<file path="src/rtl/game_pkg.sv">
// Shared game constants, screen codes, BCD converter state type and digit adjust helper.
// No ports; imported by score_keeper and bin2bcd_seq.
package game_pkg;

    localparam int unsigned SCORE_W           = 20;
    localparam int unsigned BCD_DIGITS        = 6;
    localparam int unsigned BCD_W             = 4 * BCD_DIGITS;
    localparam int unsigned SCROLL_W          = 10;
    localparam int unsigned SHOW_W            = 3;
    localparam int unsigned BCD_CNT_W         = 5;
    localparam int unsigned SCORE_MAX_DEFAULT = 999999;

    localparam logic [SHOW_W-1:0] SHOW_PLAY  = 3'd0;
    localparam logic [SHOW_W-1:0] SHOW_START = 3'd1;
    localparam logic [SHOW_W-1:0] SHOW_DEAD  = 3'd3;

    typedef enum logic [1:0] {
        BCD_IDLE,
        BCD_LOAD,
        BCD_SHIFT,
        BCD_DONE
    } bcd_state_e;

    // Shift-add-3 correction: every digit >= 5 gets +3 before the next left shift.
    function automatic logic [BCD_W-1:0] bcd_add3(input logic [BCD_W-1:0] acc);
        logic [BCD_W-1:0] res;
        res = acc;
        for (int d = 0; d < BCD_DIGITS; d++) begin
            if (acc[4*d +: 4] >= 4'd5) begin
                res[4*d +: 4] = acc[4*d +: 4] + 4'd3;
            end
        end
        return res;
    endfunction

endpackage

</file>
<file path="src/rtl/bin2bcd_seq.sv">
// Sequential binary-to-BCD converter (shift-add-3), IDLE -> LOAD -> SHIFT x20 -> DONE -> IDLE.
// Ports:
//   Clk, Reset    : clock, synchronous active-high reset (aborts a running conversion)
//   start         : request a conversion; honoured only in IDLE
//   bin[19:0]     : value to convert, captured during LOAD
//   busy          : high in LOAD and SHIFT
//   done          : high in DONE, the cycle whose closing edge writes bcd
//   bcd[23:0]     : last completed result, six BCD digits, digit 0 in [3:0]
module bin2bcd_seq
    import game_pkg::*;
(
    input  logic               Clk,
    input  logic               Reset,
    input  logic               start,
    input  logic [SCORE_W-1:0] bin,
    output logic               busy,
    output logic               done,
    output logic [BCD_W-1:0]   bcd
);

    localparam int unsigned SH_W       = BCD_W + SCORE_W;
    localparam int unsigned LAST_SHIFT = SCORE_W - 1;

    bcd_state_e           state;
    logic [SCORE_W-1:0]   bin_q;
    logic [BCD_W-1:0]     acc;
    logic [BCD_W-1:0]     acc_adj;
    logic [BCD_CNT_W-1:0] cnt;
    logic [SH_W-1:0]      shifted;

    // One double-dabble step: correct digits, then shift the {digits, binary} pair left.
    assign acc_adj = bcd_add3(acc);
    assign shifted = {acc_adj, bin_q} << 1;

    // Converter FSM; bcd is only written in DONE so partial results never show.
    always_ff @(posedge Clk) begin
        if (Reset) begin
            state <= BCD_IDLE;
            bin_q <= '0;
            acc   <= '0;
            cnt   <= '0;
            busy  <= 1'b0;
            done  <= 1'b0;
            bcd   <= '0;
        end else begin
            case (state)
                BCD_IDLE: begin
                    if (start) begin
                        state <= BCD_LOAD;
                        busy  <= 1'b1;
                    end
                end
                BCD_LOAD: begin
                    bin_q <= bin;
                    acc   <= '0;
                    cnt   <= '0;
                    state <= BCD_SHIFT;
                end
                BCD_SHIFT: begin
                    acc   <= shifted[SH_W-1:SCORE_W];
                    bin_q <= shifted[SCORE_W-1:0];
                    cnt   <= cnt + BCD_CNT_W'(1);
                    if (cnt == BCD_CNT_W'(LAST_SHIFT)) begin
                        state <= BCD_DONE;
                        busy  <= 1'b0;
                        done  <= 1'b1;
                    end
                end
                BCD_DONE: begin
                    bcd   <= acc;
                    done  <= 1'b0;
                    state <= BCD_IDLE;
                end
                default: begin
                    state <= BCD_IDLE;
                    busy  <= 1'b0;
                    done  <= 1'b0;
                end
            endcase
        end
    end

endmodule

</file>
<file path="src/rtl/score_keeper.sv">
// Game score keeper: accumulates scroll distance per frame, tracks the high score and
// keeps a BCD copy of the score for the display.
// Ports:
//   Clk, Reset          : clock, synchronous active-high reset
//   frame_clk           : raw frame-rate clock, sampled and edge-detected in the Clk domain
//   restart             : high while the controller is on the start screen; clears score
//   show[2:0]           : screen code (0 play, 1 start, 3 dead)
//   scroll_px[9:0]      : pixels scrolled this frame, added on each frame tick while playing
//   score, high_score   : current and best score, saturating at SCORE_MAX
//   score_bcd[23:0]     : BCD of the score, updated only by completed conversions
//   bcd_valid           : score_bcd matches the current score
//   new_record          : set by a record-setting death, cleared when restart rises
module score_keeper
    import game_pkg::*;
#(
    parameter int unsigned SCORE_MAX = SCORE_MAX_DEFAULT
) (
    input  logic                Clk,
    input  logic                Reset,
    input  logic                frame_clk,
    input  logic                restart,
    input  logic [SHOW_W-1:0]   show,
    input  logic [SCROLL_W-1:0] scroll_px,
    output logic [SCORE_W-1:0]  score,
    output logic [SCORE_W-1:0]  high_score,
    output logic [BCD_W-1:0]    score_bcd,
    output logic                bcd_valid,
    output logic                new_record
);

    localparam int unsigned       SUM_W   = SCORE_W + 1;
    localparam logic [SUM_W-1:0]  MAX_EXT = SUM_W'(SCORE_MAX);

    logic               frame_q;
    logic               frame_q2;
    logic               frame_tick;
    logic [SHOW_W-1:0]  show_q;
    logic               restart_q;
    logic               load_q;
    logic [SCORE_W-1:0] snapshot;
    logic               conv_busy;
    logic               conv_done;

    logic [SUM_W-1:0]   sum_c;
    logic [SCORE_W-1:0] sat_c;
    logic               dead_entry_c;
    logic               restart_rise_c;
    logic               conv_idle_c;
    logic               start_c;

    // Saturating accumulate keeps the score inside six BCD digits.
    always_comb begin
        sum_c = SUM_W'(score) + SUM_W'(scroll_px);
        sat_c = (sum_c > MAX_EXT) ? SCORE_W'(SCORE_MAX) : sum_c[SCORE_W-1:0];
    end

    assign dead_entry_c   = (show == SHOW_DEAD) && (show_q != SHOW_DEAD);
    assign restart_rise_c = restart && !restart_q;

    // Converter is idle only when neither working nor writing its result.
    assign conv_idle_c = !(conv_busy || conv_done);
    assign start_c     = conv_idle_c && (snapshot != score);
    assign bcd_valid   = conv_idle_c && (snapshot == score);

    // Frame edge detect, score/high-score update and conversion snapshot.
    always_ff @(posedge Clk) begin
        if (Reset) begin
            frame_q    <= 1'b0;
            frame_q2   <= 1'b0;
            frame_tick <= 1'b0;
            show_q     <= '0;
            restart_q  <= 1'b0;
            load_q     <= 1'b0;
            snapshot   <= '0;
            score      <= '0;
            high_score <= '0;
            new_record <= 1'b0;
        end else begin
            frame_q    <= frame_clk;
            frame_q2   <= frame_q;
            frame_tick <= frame_q && !frame_q2;
            show_q     <= show;
            restart_q  <= restart;
            // load_q mirrors the converter's LOAD cycle, so both capture the same score.
            load_q     <= start_c;
            if (load_q) begin
                snapshot <= score;
            end

            if (restart) begin
                score <= '0;
            end else if (frame_tick && (show == SHOW_PLAY)) begin
                score <= sat_c;
            end

            if (dead_entry_c && (score > high_score)) begin
                high_score <= score;
                new_record <= 1'b1;
            end
            if (restart_rise_c) begin
                new_record <= 1'b0;
            end
        end
    end

    bin2bcd_seq u_bin2bcd (
        .Clk   (Clk),
        .Reset (Reset),
        .start (start_c),
        .bin   (score),
        .busy  (conv_busy),
        .done  (conv_done),
        .bcd   (score_bcd)
    );

endmodule
</file>
<file path="config.mk">
export PLATFORM = sky130hd
export DESIGN_NAME = score_keeper
export DESIGN_NICKNAME = d
export VERILOG_FILES = /design/src/rtl/game_pkg.sv /design/src/rtl/bin2bcd_seq.sv /design/src/rtl/score_keeper.sv
export SDC_FILE = /design/constraint.sdc
export NUM_CORES = 1
export LEC_CHECK = 0
export CAP_MARGIN = 25
export CORE_MARGIN = 5
export CORE_UTILIZATION = 35
export CTS_BUF_LIST = sky130_fd_sc_hd__clkbuf_16
export CTS_CLUSTER_DIAMETER = 200
export DETAILED_ROUTE_END_ITERATION = 7
export SYNTH_ARGS = -nofsm -noshare
export SYNTH_HDL_FRONTEND = slang
export SYNTH_SLANG_ARGS = --single-unit
</file>
<file path="constraint.sdc">
create_clock -name Clk -period 6.2 [get_ports Clk]
set_input_delay 0.93 -clock Clk [delete_from_list [all_inputs] [get_ports Clk]]
set_output_delay 0.93 -clock Clk [all_outputs]
set_load 0.02 [all_outputs]
</file>
==> results by group <==
Synthesis
  • Cells after Synth: 862
  • Most used DFF post-synth: dfxtp_1
  • Post-Syn Nets: 926
  • Unique masters post-synth: 70
  • Syn_area_per_cell: 9.001 um^2
  • Ys async rst share: 0%
  • Synthesis Warnings: 0
  • Post-synth EDFFs: 0
  • Seq/Total Area, Yosys: 37.67%
  • Flops & latches, synth: 146
  • Mapped cell area: 7759 um^2

Finish
  • Layout Area Growth over Synthesis: 20.74%
  • Nets: 989
  • Most frequent cells in the layout: dfxtp_1 (146), nor2_1 (112), mux2i_1 (86), clkdlybuf4s50_1 (81), nand2b_1 (52)
  • Diodes inserted: 0
  • Fillcell total: 2,171
  • Share of cells above drive strength 1: 7.569%
  • Most common cell after layout, fill and taps aside: dfxtp_1

Global route
  • Vias in the first global route: 5,803
  • First-pass GRT wire length: 30,790 um
  • GRT Residual Overflow: 0
  • Initial antenna violation count: 0
  • Total track usage: 14.77%
  • Largest net degree at the start of global routing: 78

Clock network
  • Hold_buf cts: 0
  • Clk Latency, worst-skew pair: 0.43 ns
  • Clk root buf: clkbuf_16
  • Clock sink count: 146
  • H-Tree Depth: 4
  • Post-CTS sizing: 0
  • CTS buffer count: 17
  • Post-CTS Setup Inserts: 0
  • CTS tree: built
  • Worst-path clk slew: 0.06 ns
  • CTS max path bufs: 2

Setup path
  • Setup crit end kind: flip-flop
  • Worst EP arrival: 4.06 ns
  • Worst setup path start: scroll_px[0]
  • CP Data Required Time: 6.55 ns
  • R2R Path Start: score[1]
  • Crit Path Class: primary input to flip-flop
  • Crit path launch type: primary input
  • Crit Path Max Fanout: 10

Drt
  • Final WL: 18,760 um
  • DR WL/cell: 15.40 um
  • DR vias: 6,117
  • DRT met1 WL: 9229 um
  • First-pass DRT Iterations: 5
  • DRC Markers: 0
  • DRT iter0 DRCs: 336
  • Met3 wire length: 662 um
  • Final ANT Viol Nets: 0
  • DR top layer: met4
  • Routed vias/inst: 5.022
  • Detail Route met2 WL: 8621 um

Placement
  • IO Port Bufs: 82
  • RD Place Congestion: 0.8063
  • HPWL after detailed placement: 12,690 um

Pwr
  • Leakage: 3.313 nW
  • Largest vdd supply drop: 0.1824 mV
  • Total power: 2.328 mW
  • Power Dens Cells: 248.5 nW/um^2

Floorplan
  • Row count: 54
  • Die height: 158.9 um
  • DIE WIDTH: 158.9 um
  • Die area: 25,250 um^2
  • Core ar.: 21,820 um^2
  • Initial Utilization: 35.55%
  • # IOs: 83

Status
  • Status: completed

STA
  • Max_slew headroom: 49.15%
  • Slew @ Worst Pin: 0.7620 ns
  • Setup violations, final: 0
  • Fmax: 269.6 MHz
  • Hold Vio Cnt, Final: 0
  • RSZ-0062 raised after global routing: no
  • Max Transition Viols Final: 0
  • Final min period: 3.709 ns
  • Period Utilization, post-route: 59.83%
  • Fin Clk Skew: 0.007934 ns
  • Setup TNS: 0 ns

Run
  • Max_cap viols: 0

Min path
  • Min-Delay Path Class: flip-flop to flip-flop
  • Hold wc startpoint: frame_q2
-- synthesized netlist by cell type, drive strengths merged, types with 2 or more instances --
| master | n | area share, % |
|---|---|---|
| o21a | 4 | 0.48 |
| or3 | 2 | 0.18 |
| o31ai | 8 | 0.95 |
| a311oi | 2 | 0.23 |
| nand3 | 11 | 0.71 |
| and3 | 5 | 0.40 |
| a21o | 14 | 1.4 |
| nand3b | 2 | 0.19 |
| o221a | 2 | 0.29 |
| o41ai | 2 | 0.47 |
| o21ai | 26 | 1.8 |
| and2 | 5 | 0.44 |
| inv | 42 | 2.0 |
| nand2b | 52 | 4.2 |
| buf | 9 | 0.68 |
| nand2 | 32 | 1.5 |
| xor2 | 24 | 3.0 |
| o221ai | 5 | 0.56 |
| a211o | 2 | 0.24 |
| ha | 46 | 7.4 |
| nor3 | 9 | 0.58 |
| xnor2 | 21 | 2.4 |
| a211oi | 21 | 2.0 |
| and4 | 2 | 0.23 |
| a21oi | 51 | 3.4 |
| dfxtp | 146 | 38 |
| nand4 | 10 | 0.81 |
| o211ai | 4 | 0.39 |
| o2111ai | 2 | 0.31 |
| a22oi | 14 | 1.4 |
| nor2b | 10 | 0.81 |
| a31oi | 2 | 0.16 |
| a32oi | 6 | 0.68 |
| nor4 | 5 | 0.40 |
| nand4b | 2 | 0.23 |
| a221oi | 2 | 0.31 |
| o21bai | 2 | 0.19 |
| clkbuf | 46 | 2.8 |
| nor2 | 114 | 5.6 |
| nor4b | 2 | 0.23 |
| mux2i | 86 | 11 |
-- path summary, 6_finish.rpt --
check,end,slack [ns],depth (start not counted)
max,score[11],2.49,12
min,frame_tick,0.39,1
max reg2reg,score[11],2.83,10
min reg2reg,frame_tick,0.39,1
-- metal layers --
layer	GRT usage, %	vias up
met5	0	-
met4	4.498	0
met3	3.188	18
met2	23.70	118
met1	19.96	2843
li1	-	3138
-- area by class of cell --
class	count	area, um^2	area share, %
repair buffers	99	945.9	10.10
multi-input cells	619	4417	47.15
flip-flops and latches	146	2923	31.20
clock buffers	17	425.4	4.541
well taps	280	350.3	3.740
clock inverters	15	148.9	1.589
inverters	42	157.7	1.683
-- report_power, final --
part	switching, mW	internal [mW]
sequential	0.0311	0.996
combinational	0.186	0.108
clock	0.442	0.564
-- cell families (layout without fill, tap and decap cells) --
family	Yosys count	count (layout)	share of synthesized area (%)
and+or+nand+nor	267	267	16.97
AOI/OAI and AO/OA	174	174	15.79
DFF	146	146	37.67
buffers and inverters	97	173	5.483
muxes	86	86	11.10
adders and majority gates	47	47	7.676
xor gates and xnor gates	45	45	5.322
-- stage by stage --
| step | area (um^2) | util (%) | setup WS (ns) | cells | hold WS [ns] |
|---|---|---|---|---|---|
| 2_1_floorplan | 7759 | - | 2.875 | 862 | 0.3674 |
| 3_3_place_gp | 8793 | 40.29 | 2.145 | 1186 | 0.3828 |
| 3_5_place_dp | 8793 | 40.29 | 2.101 | 1186 | 0.3891 |
| 4_1_cts | 9368 | 42.93 | 2.488 | 1218 | 0.3965 |
| 6_report | 9368 | 42.93 | 2.491 | 1218 | 0.3887 |
| 5_1_grt | 9368 | 42.93 | 2.335 | 1218 | 0.4121 |
-- sequential cells by signal, summed over array words and instances (netlist names) --
name             cells
high_score          20
new_record           1
restart_q            1
load_q               1
u_bin2bcd.cnt        5
frame_q2             1
u_bin2bcd.busy       1
frame_q              1
u_bin2bcd.acc       24
show_q               3
u_bin2bcd.done       1
u_bin2bcd.bcd       24
snapshot            20
u_bin2bcd.bin_q     20
frame_tick           1
score               20
u_bin2bcd.state      2
-- worst max-delay path, cell delays in order --
cell             delay [ns]
clkdlybuf4s50_1        0.46
ha_1                   0.19
inv_1                  0.06
fa_1                   0.40
nand2b_1               0.19
a21oi_2                0.23
o221ai_1               0.16
o311ai_0               0.13
a31oi_1                0.19
o41ai_4                0.71
o221ai_1               0.24
a21oi_1                0.18
Note: power is estimated with default switching activity, not from simulation.
